### config.mk
export PLATFORM = sky130hd
export DESIGN_NAME = wptr_full_lvl_flat
export DESIGN_NICKNAME = d
export VERILOG_FILES = /design/src/rtl/fifo_pkg.sv /design/src/rtl/wptr_full_lvl_if.sv /design/src/rtl/gray2bin_conv.sv /design/src/rtl/wptr_full_lvl.sv /design/src/flat_wrapper.sv
export SDC_FILE = /design/constraint.sdc
export NUM_CORES = 1
export LEC_CHECK = 0
export ABC_AREA = 1
export ABC_CLOCK_PERIOD_IN_PS = 3100
export CELL_PAD_IN_SITES_DETAIL_PLACEMENT = 0
export CELL_PAD_IN_SITES_GLOBAL_PLACEMENT = 2
export CORE_MARGIN = 1
export CORE_UTILIZATION = 26
export DETAILED_ROUTE_END_ITERATION = 6
export GPL_TIMING_DRIVEN = 0
export PLACE_DENSITY_LB_ADDON = 0.1
export SYNTH_ARGS = -nofsm -noshare
export SYNTH_HDL_FRONTEND = slang
export SYNTH_SLANG_ARGS = --single-unit
### constraint.sdc
create_clock -name wclk -period 3.1 [get_ports wclk]
set_input_delay 0.465 -clock wclk [delete_from_list [all_inputs] [get_ports wclk]]
set_output_delay 0.465 -clock wclk [all_outputs]
set_load 0.005 [all_outputs]
### src/rtl/fifo_pkg.sv
// fifo_pkg: shared pointer types and Gray/binary helpers for both FIFO clock domains
package fifo_pkg;
    localparam int DEF_ADDRSIZE = 4;
    typedef logic [DEF_ADDRSIZE:0] ptr_t;
    function automatic ptr_t bin2gray(input ptr_t b);
        return (b >> 1) ^ b;
    endfunction
    function automatic ptr_t gray2bin(input ptr_t g);
        ptr_t b;
        b[DEF_ADDRSIZE] = g[DEF_ADDRSIZE];
        for (int i = DEF_ADDRSIZE - 1; i >= 0; i--) b[i] = b[i+1] ^ g[i];
        return b;
    endfunction
endpackage

### src/rtl/wptr_full_lvl_if.sv
// wptr_full_lvl_if: write-side status bus between producer and write-pointer controller
interface wptr_full_lvl_if import fifo_pkg::*; #(parameter int ADDRSIZE = DEF_ADDRSIZE);
    logic                winc;
    logic [ADDRSIZE:0]   wrptr2;
    logic [ADDRSIZE:0]   wptr;
    logic [ADDRSIZE-1:0] waddr;
    logic                wfull;
    logic [ADDRSIZE:0]   wlevel;
    logic                woverflow;
    logic                wafull;
    modport master(output winc, wrptr2, input wptr, waddr, wfull, wlevel, woverflow, wafull);
    modport slave(input winc, wrptr2, output wptr, waddr, wfull, wlevel, woverflow, wafull);
endinterface

### src/rtl/gray2bin_conv.sv
// gray2bin_conv: combinational Gray-to-binary converter of parameterized width
module gray2bin_conv import fifo_pkg::*; #(parameter int W = DEF_ADDRSIZE + 1) (
    input  logic [W-1:0] g,
    output logic [W-1:0] b
);
    for (genvar i = 0; i < W; i++) begin : g_bit
        assign b[i] = ^g[W-1:i];
    end
endmodule

### src/rtl/wptr_full_lvl.sv
// wptr_full_lvl: write pointer, full, fill level, sticky overflow and almost-full for a Gray FIFO
// Almost-full compare is built only when WPTR_FULL_AFULL_EN is defined; otherwise wafull is tied low.
module wptr_full_lvl import fifo_pkg::*; #(
    parameter int ADDRSIZE     = DEF_ADDRSIZE,
    parameter int AFULL_MARGIN = 2
) (
    input logic wclk,
    input logic wrst,
    wptr_full_lvl_if.slave w
);
    localparam int DEPTH = 2 ** ADDRSIZE;
    logic [ADDRSIZE:0] wbin, rbin, wbnext, wgnext, lvl_next;
    logic              wmsb;
    if (AFULL_MARGIN < 1 || AFULL_MARGIN > DEPTH - 1) begin : g_bad_margin
        $error("AFULL_MARGIN out of range 1..DEPTH-1");
    end
    gray2bin_conv #(.W(ADDRSIZE + 1)) u_wbin (.g(w.wptr), .b(wbin));
    gray2bin_conv #(.W(ADDRSIZE + 1)) u_rbin (.g(w.wrptr2), .b(rbin));
    assign wbnext   = wbin + (ADDRSIZE + 1)'(w.winc & ~w.wfull);
    assign wgnext   = (wbnext >> 1) ^ wbnext;
    assign lvl_next = wbnext - rbin;
    // address MSB is the binary MSB of the lower ADDRSIZE bits, recovered from the two Gray MSBs
    assign w.waddr  = {wmsb, w.wptr[ADDRSIZE-2:0]};
    always_ff @(posedge wclk) begin
        if (wrst) begin
            w.wptr      <= '0;
            wmsb        <= 1'b0;
            w.wfull     <= 1'b0;
            w.wlevel    <= '0;
            w.woverflow <= 1'b0;
        end else begin
            w.wptr      <= wgnext;
            wmsb        <= wgnext[ADDRSIZE] ^ wgnext[ADDRSIZE-1];
            w.wfull     <= wgnext == {~w.wrptr2[ADDRSIZE:ADDRSIZE-1], w.wrptr2[ADDRSIZE-2:0]};
            w.wlevel    <= lvl_next;
            w.woverflow <= w.woverflow | (w.winc & w.wfull);
        end
    end
`ifdef WPTR_FULL_AFULL_EN
    localparam logic [ADDRSIZE:0] AF_TH = (ADDRSIZE + 1)'(DEPTH - AFULL_MARGIN);
    always_ff @(posedge wclk) begin
        if (wrst) w.wafull <= 1'b0;
        else w.wafull <= lvl_next >= AF_TH;
    end
`else
    assign w.wafull = 1'b0;
`endif
endmodule

### src/flat_wrapper.sv
// flat-port wrapper written by rule: the top's interface ports become plain ports
module wptr_full_lvl_flat import fifo_pkg::*;
#(
    parameter int ADDRSIZE     = DEF_ADDRSIZE,
    parameter int AFULL_MARGIN = 2
)
  (wclk, wrst, w_winc, w_wrptr2, w_wptr, w_waddr, w_wfull, w_wlevel, w_woverflow, w_wafull);
  wptr_full_lvl_if #(.ADDRSIZE(ADDRSIZE)) w_i ();
  input logic wclk;
  input logic wrst;
  input wire logic [$bits(w_i.winc)-1:0] w_winc;
  input wire logic [$bits(w_i.wrptr2)-1:0] w_wrptr2;
  output wire logic [$bits(w_i.wptr)-1:0] w_wptr;
  output wire logic [$bits(w_i.waddr)-1:0] w_waddr;
  output wire logic [$bits(w_i.wfull)-1:0] w_wfull;
  output wire logic [$bits(w_i.wlevel)-1:0] w_wlevel;
  output wire logic [$bits(w_i.woverflow)-1:0] w_woverflow;
  output wire logic [$bits(w_i.wafull)-1:0] w_wafull;
  assign w_i.winc = w_winc;
  assign w_i.wrptr2 = w_wrptr2;
  assign w_wptr = w_i.wptr;
  assign w_waddr = w_i.waddr;
  assign w_wfull = w_i.wfull;
  assign w_wlevel = w_i.wlevel;
  assign w_woverflow = w_i.woverflow;
  assign w_wafull = w_i.wafull;
  wptr_full_lvl #(.ADDRSIZE(ADDRSIZE), .AFULL_MARGIN(AFULL_MARGIN)) u_core (.wclk(wclk), .wrst(wrst), .w(w_i));
endmodule
==> metrics.cfg, run 1 <==
[yosys]
synthArstFlopShare = 0
yosysWarnings = 0
synthMostInstantiatedCell = nand2_1
synth_xor_area_frac = 0.0940
yosys.cell_types.count = 28
ys_ff_latch = 13
ys_top_cells_by_area = dfxtp_1 (26%), nand2_1 (7.2%), ha_1 (6.4%)
muxShareOfSynthArea = 0
synth_edf_count = 0
syn_inst = 131
synth_area_leader_cell = dfxtp_1
synth.yosys.seq_area_share = 0.264
synth.top_cell.area_share = 0.264
yosys.area_share.simple = 0.384
synth_ff_type = dfxtp_1
synthAdderAreaFrac = 0.0839
syn_avg_cell_area_um2 = 7.52
synth_compound_area_frac = 0.0394
syn_nets = 145
netlist_area_um2 = 985
synth_commonest_cells = nand2_1 (19), inv_1 (16), nor2_1 (16), dfxtp_1 (13), nand3_1 (10)
synth_top_family_by_area = simple AND/OR/NAND/NOR gates

[placed_design]
hpwl_mm = 1.62
portBuffers = 23
dp.cells = 200
pre_cts_slack_ns = 0.172
gp_congestion = 0.705

[power]
pwr-share-seq = 0.226
p_comb_frac = 0.626
sw_frac_of_total = 0.386
leakage_uw = 0.000612
power.switching_uw = 404
p_per_area_nw_per_um2 = 794
peakVddDrop_v = 0.000175
power_frac_clock = 0.149
p_int_uw = 643

[worst_setup_path]
cp_data_arrival_time_ns = 2.78
critPathBufInv = 2
cp-end-kind = flop
path_class = reg2reg
critPathMaxFanout = 6
max_stage_delay_ns = 0.44
worst_path_most_repeated_cell = nand2_1
cp_cell_sequence = nand2_1, nand2_1, nand2_2, nand2_1, xor2_1, xnor2_1, ha_1, inv_1, nor2_1, or2_4, nand2_8, ha_1, nand3_1, nand2_1, inv_1, nand3_1, nand2_1, nor2_1
crit_required_ns = 3.24
critPathLaunchType = flop
crit_family = simple AND/OR/NAND/NOR gates
cp_slowest_cell = dfxtp_1

[global_route]
track_usage = 0.111
grt_max_degree = 11
grt_overflow = 0
grt_pass1_wl_mm = 3.49
grt_pass1_vias = 823
antenna_found_initial = 0

[clock_network]
htree_levels = 1
holdBufCountCts = 0
cts_setup_buffers = 0
cts.clk_slew.worst_paths_ns = 0.06
cts_max_path_buffers = 2
ctsResizeCount = 0
cts.sinks = 13
cts_tree = done
clkLatencyLatePin_ns = 0.24
cts_buffers = 3
clock-root-buffer = clkbuf_8

[worst_hold_path]
min_path_type = reg2reg

[timing]
fin_crit_sh = 0.851
fin_crit_ns = 2.64
final-max-slew-violation-count = 0
holdWs_ns = 0.468
relSlewSlack = 0.643
finalSetupViolations = 0
layout_setup_ws_ns = 0.462
fmax_ghz = 0.379
hold_viol = 0
skew_ns = 0.00188
rsz0062_at_grt = no
tightest_slew_ns = 0.535
fin_setup_tns_ns = 0

[floorplanning]
initial_core_util = 0.284
core_um2 = 3470
io_pins = 25
rows = 21
dieArea_um2 = 4040
dieWidth_um = 63.5
die_y_um = 63.5

[detailed_routing]
dr.pass1.iters = 4
route.vias.total = 838
ant_nets = 0
drc = 0
vias_per_cell = 4.11
drt_iter0_markers = 22
routedWlPerCell_um = 9.44
wirelength_mm = 1.93

[finish]
area_delta_synth_final_pct = 33.8
nNetsFinal = 173
instances_no_fill = 204
diodes = 0
drive_gt1_frac = 0.203
fillers = 390

[outcome]
outcome = finished clean

[flow_run]
cap_violations = 0

==> flip-flops by register name, indices dropped and copies added, names as in the netlist <==
signal / count
u_core.w.wptr: 5
u_core.w.woverflow: 1
u_core.w.wfull: 1
u_core.w.wlevel: 5
u_core.wmsb: 1
==> path summary, 6_finish.rpt <==
check | from | end | slack, ns | cells after the start
worst min-delay path | u_core.w.woverflow | u_core.w.woverflow | 0.47 | 2
worst max register to register | u_core.w.wptr[2] | u_core.w.wlevel[4] | 0.46 | 18
worst max-delay path | u_core.w.wptr[2] | u_core.w.wlevel[4] | 0.46 | 18
worst min register to register | u_core.w.woverflow | u_core.w.woverflow | 0.47 | 2
==> routing by layer <==
layer  part of all wire  vias to the layer above  track usage
li1                   -                      455            -
met1               0.49                      360        0.140
met2               0.47                       21        0.188
met3              0.037                        2       0.0236
met4             0.0073                        0       0.0341
met5                  0                        -            0
==> through the flow <==
step / cell area (um2) / utilization / total power, uW
after floorplan: 985 / - / 706
after global placement: 1270 / 0.367 / 906
final: 1320 / 0.380 / 1050
after CTS: 1320 / 0.380 / 1070
after detailed placement: 1270 / 0.367 / 903
after global routing: 1320 / 0.380 / 1160
==> worst reg2reg max path, delay by kind of cell, from the launching register on <==
kind / cells / cell delay [ns]
xor+xnor: 2 / 0.36
fa+ha+maj: 2 / 0.54
buf+inv: 2 / 0.10
flops: 1 / 0.44
simple gates: 12 / 1.10
==> power groups by stage <==
stage	combinational, uW	clock, uW	sequential (uW)
global route	747	174	244
CTS	665	164	237
floorplan	461	0	244
global placement	668	0	238
detailed placement	662	0	241
finish	655	156	236
==> kinds of logic (layout without fill, tap and decap cells) <==
kind of cell | Yosys count | after routing
adders and majority gates | 6 | 6
and+or+nand+nor | 67 | 67
other | 1 | 1
buffers and inverters | 28 | 55
DFF | 13 | 13
xor gates and xnor gates | 9 | 9
AOI/OAI and AO/OA | 7 | 7
==> cells in the final DEF (no fill, tap or decap), types with 2 or more instances in the layout <==
cell and instances:
buf_4 5, dfxtp_1 13, nand2_2 9, inv_2 4
nand2_4 2, clkbuf_8 3, nand3_2 2, ha_1 5
nand3_1 10, xor2_1 4, xnor2_1 4, nor2_2 2
nand2_1 19, inv_1 16, clkbuf_1 2, nand4_1 3
clkdlybuf4s50_1 23, nor2_1 16, a21oi_1 5
==> area by class of cell <==
| class | instances | area [um2] | area share |
|---|---|---|---|
| multi-input combinational | 90 | 596 | 0.452 |
| timing repair buffer | 23 | 230 | 0.175 |
| buffer | 6 | 41.3 | 0.0313 |
| sequential | 13 | 260 | 0.198 |
| tap | 46 | 57.6 | 0.0437 |
| clock buffer | 4 | 45.0 | 0.0342 |
| inverter | 22 | 87.6 | 0.0665 |
Power figures use the tool's default switching activity.
==> inputs of run 2 (changes only) <==
--- a/config.mk
+++ b/config.mk
@@ -11,6 +11,7 @@
 export CELL_PAD_IN_SITES_GLOBAL_PLACEMENT = 2
 export CORE_MARGIN = 1
 export CORE_UTILIZATION = 26
+export CTS_CLUSTER_DIAMETER = 150
 export DETAILED_ROUTE_END_ITERATION = 6
 export GPL_TIMING_DRIVEN = 0
 export PLACE_DENSITY_LB_ADDON = 0.1
==> results of run 2 <==
No change in the layout: final DEF, timing and power equal those of run 1.
==> inputs of run 3 (changes only) <==
--- a/config.mk
+++ b/config.mk
@@ -13,6 +13,7 @@
 export CORE_UTILIZATION = 26
 export CTS_CLUSTER_DIAMETER = 150
 export DETAILED_ROUTE_END_ITERATION = 6
+export GPL_ROUTABILITY_DRIVEN = 0
 export GPL_TIMING_DRIVEN = 0
 export PLACE_DENSITY_LB_ADDON = 0.1
 export SYNTH_ARGS = -nofsm -noshare
==> results of run 3 <==
No change in the layout: final DEF, timing and power equal those of run 1.
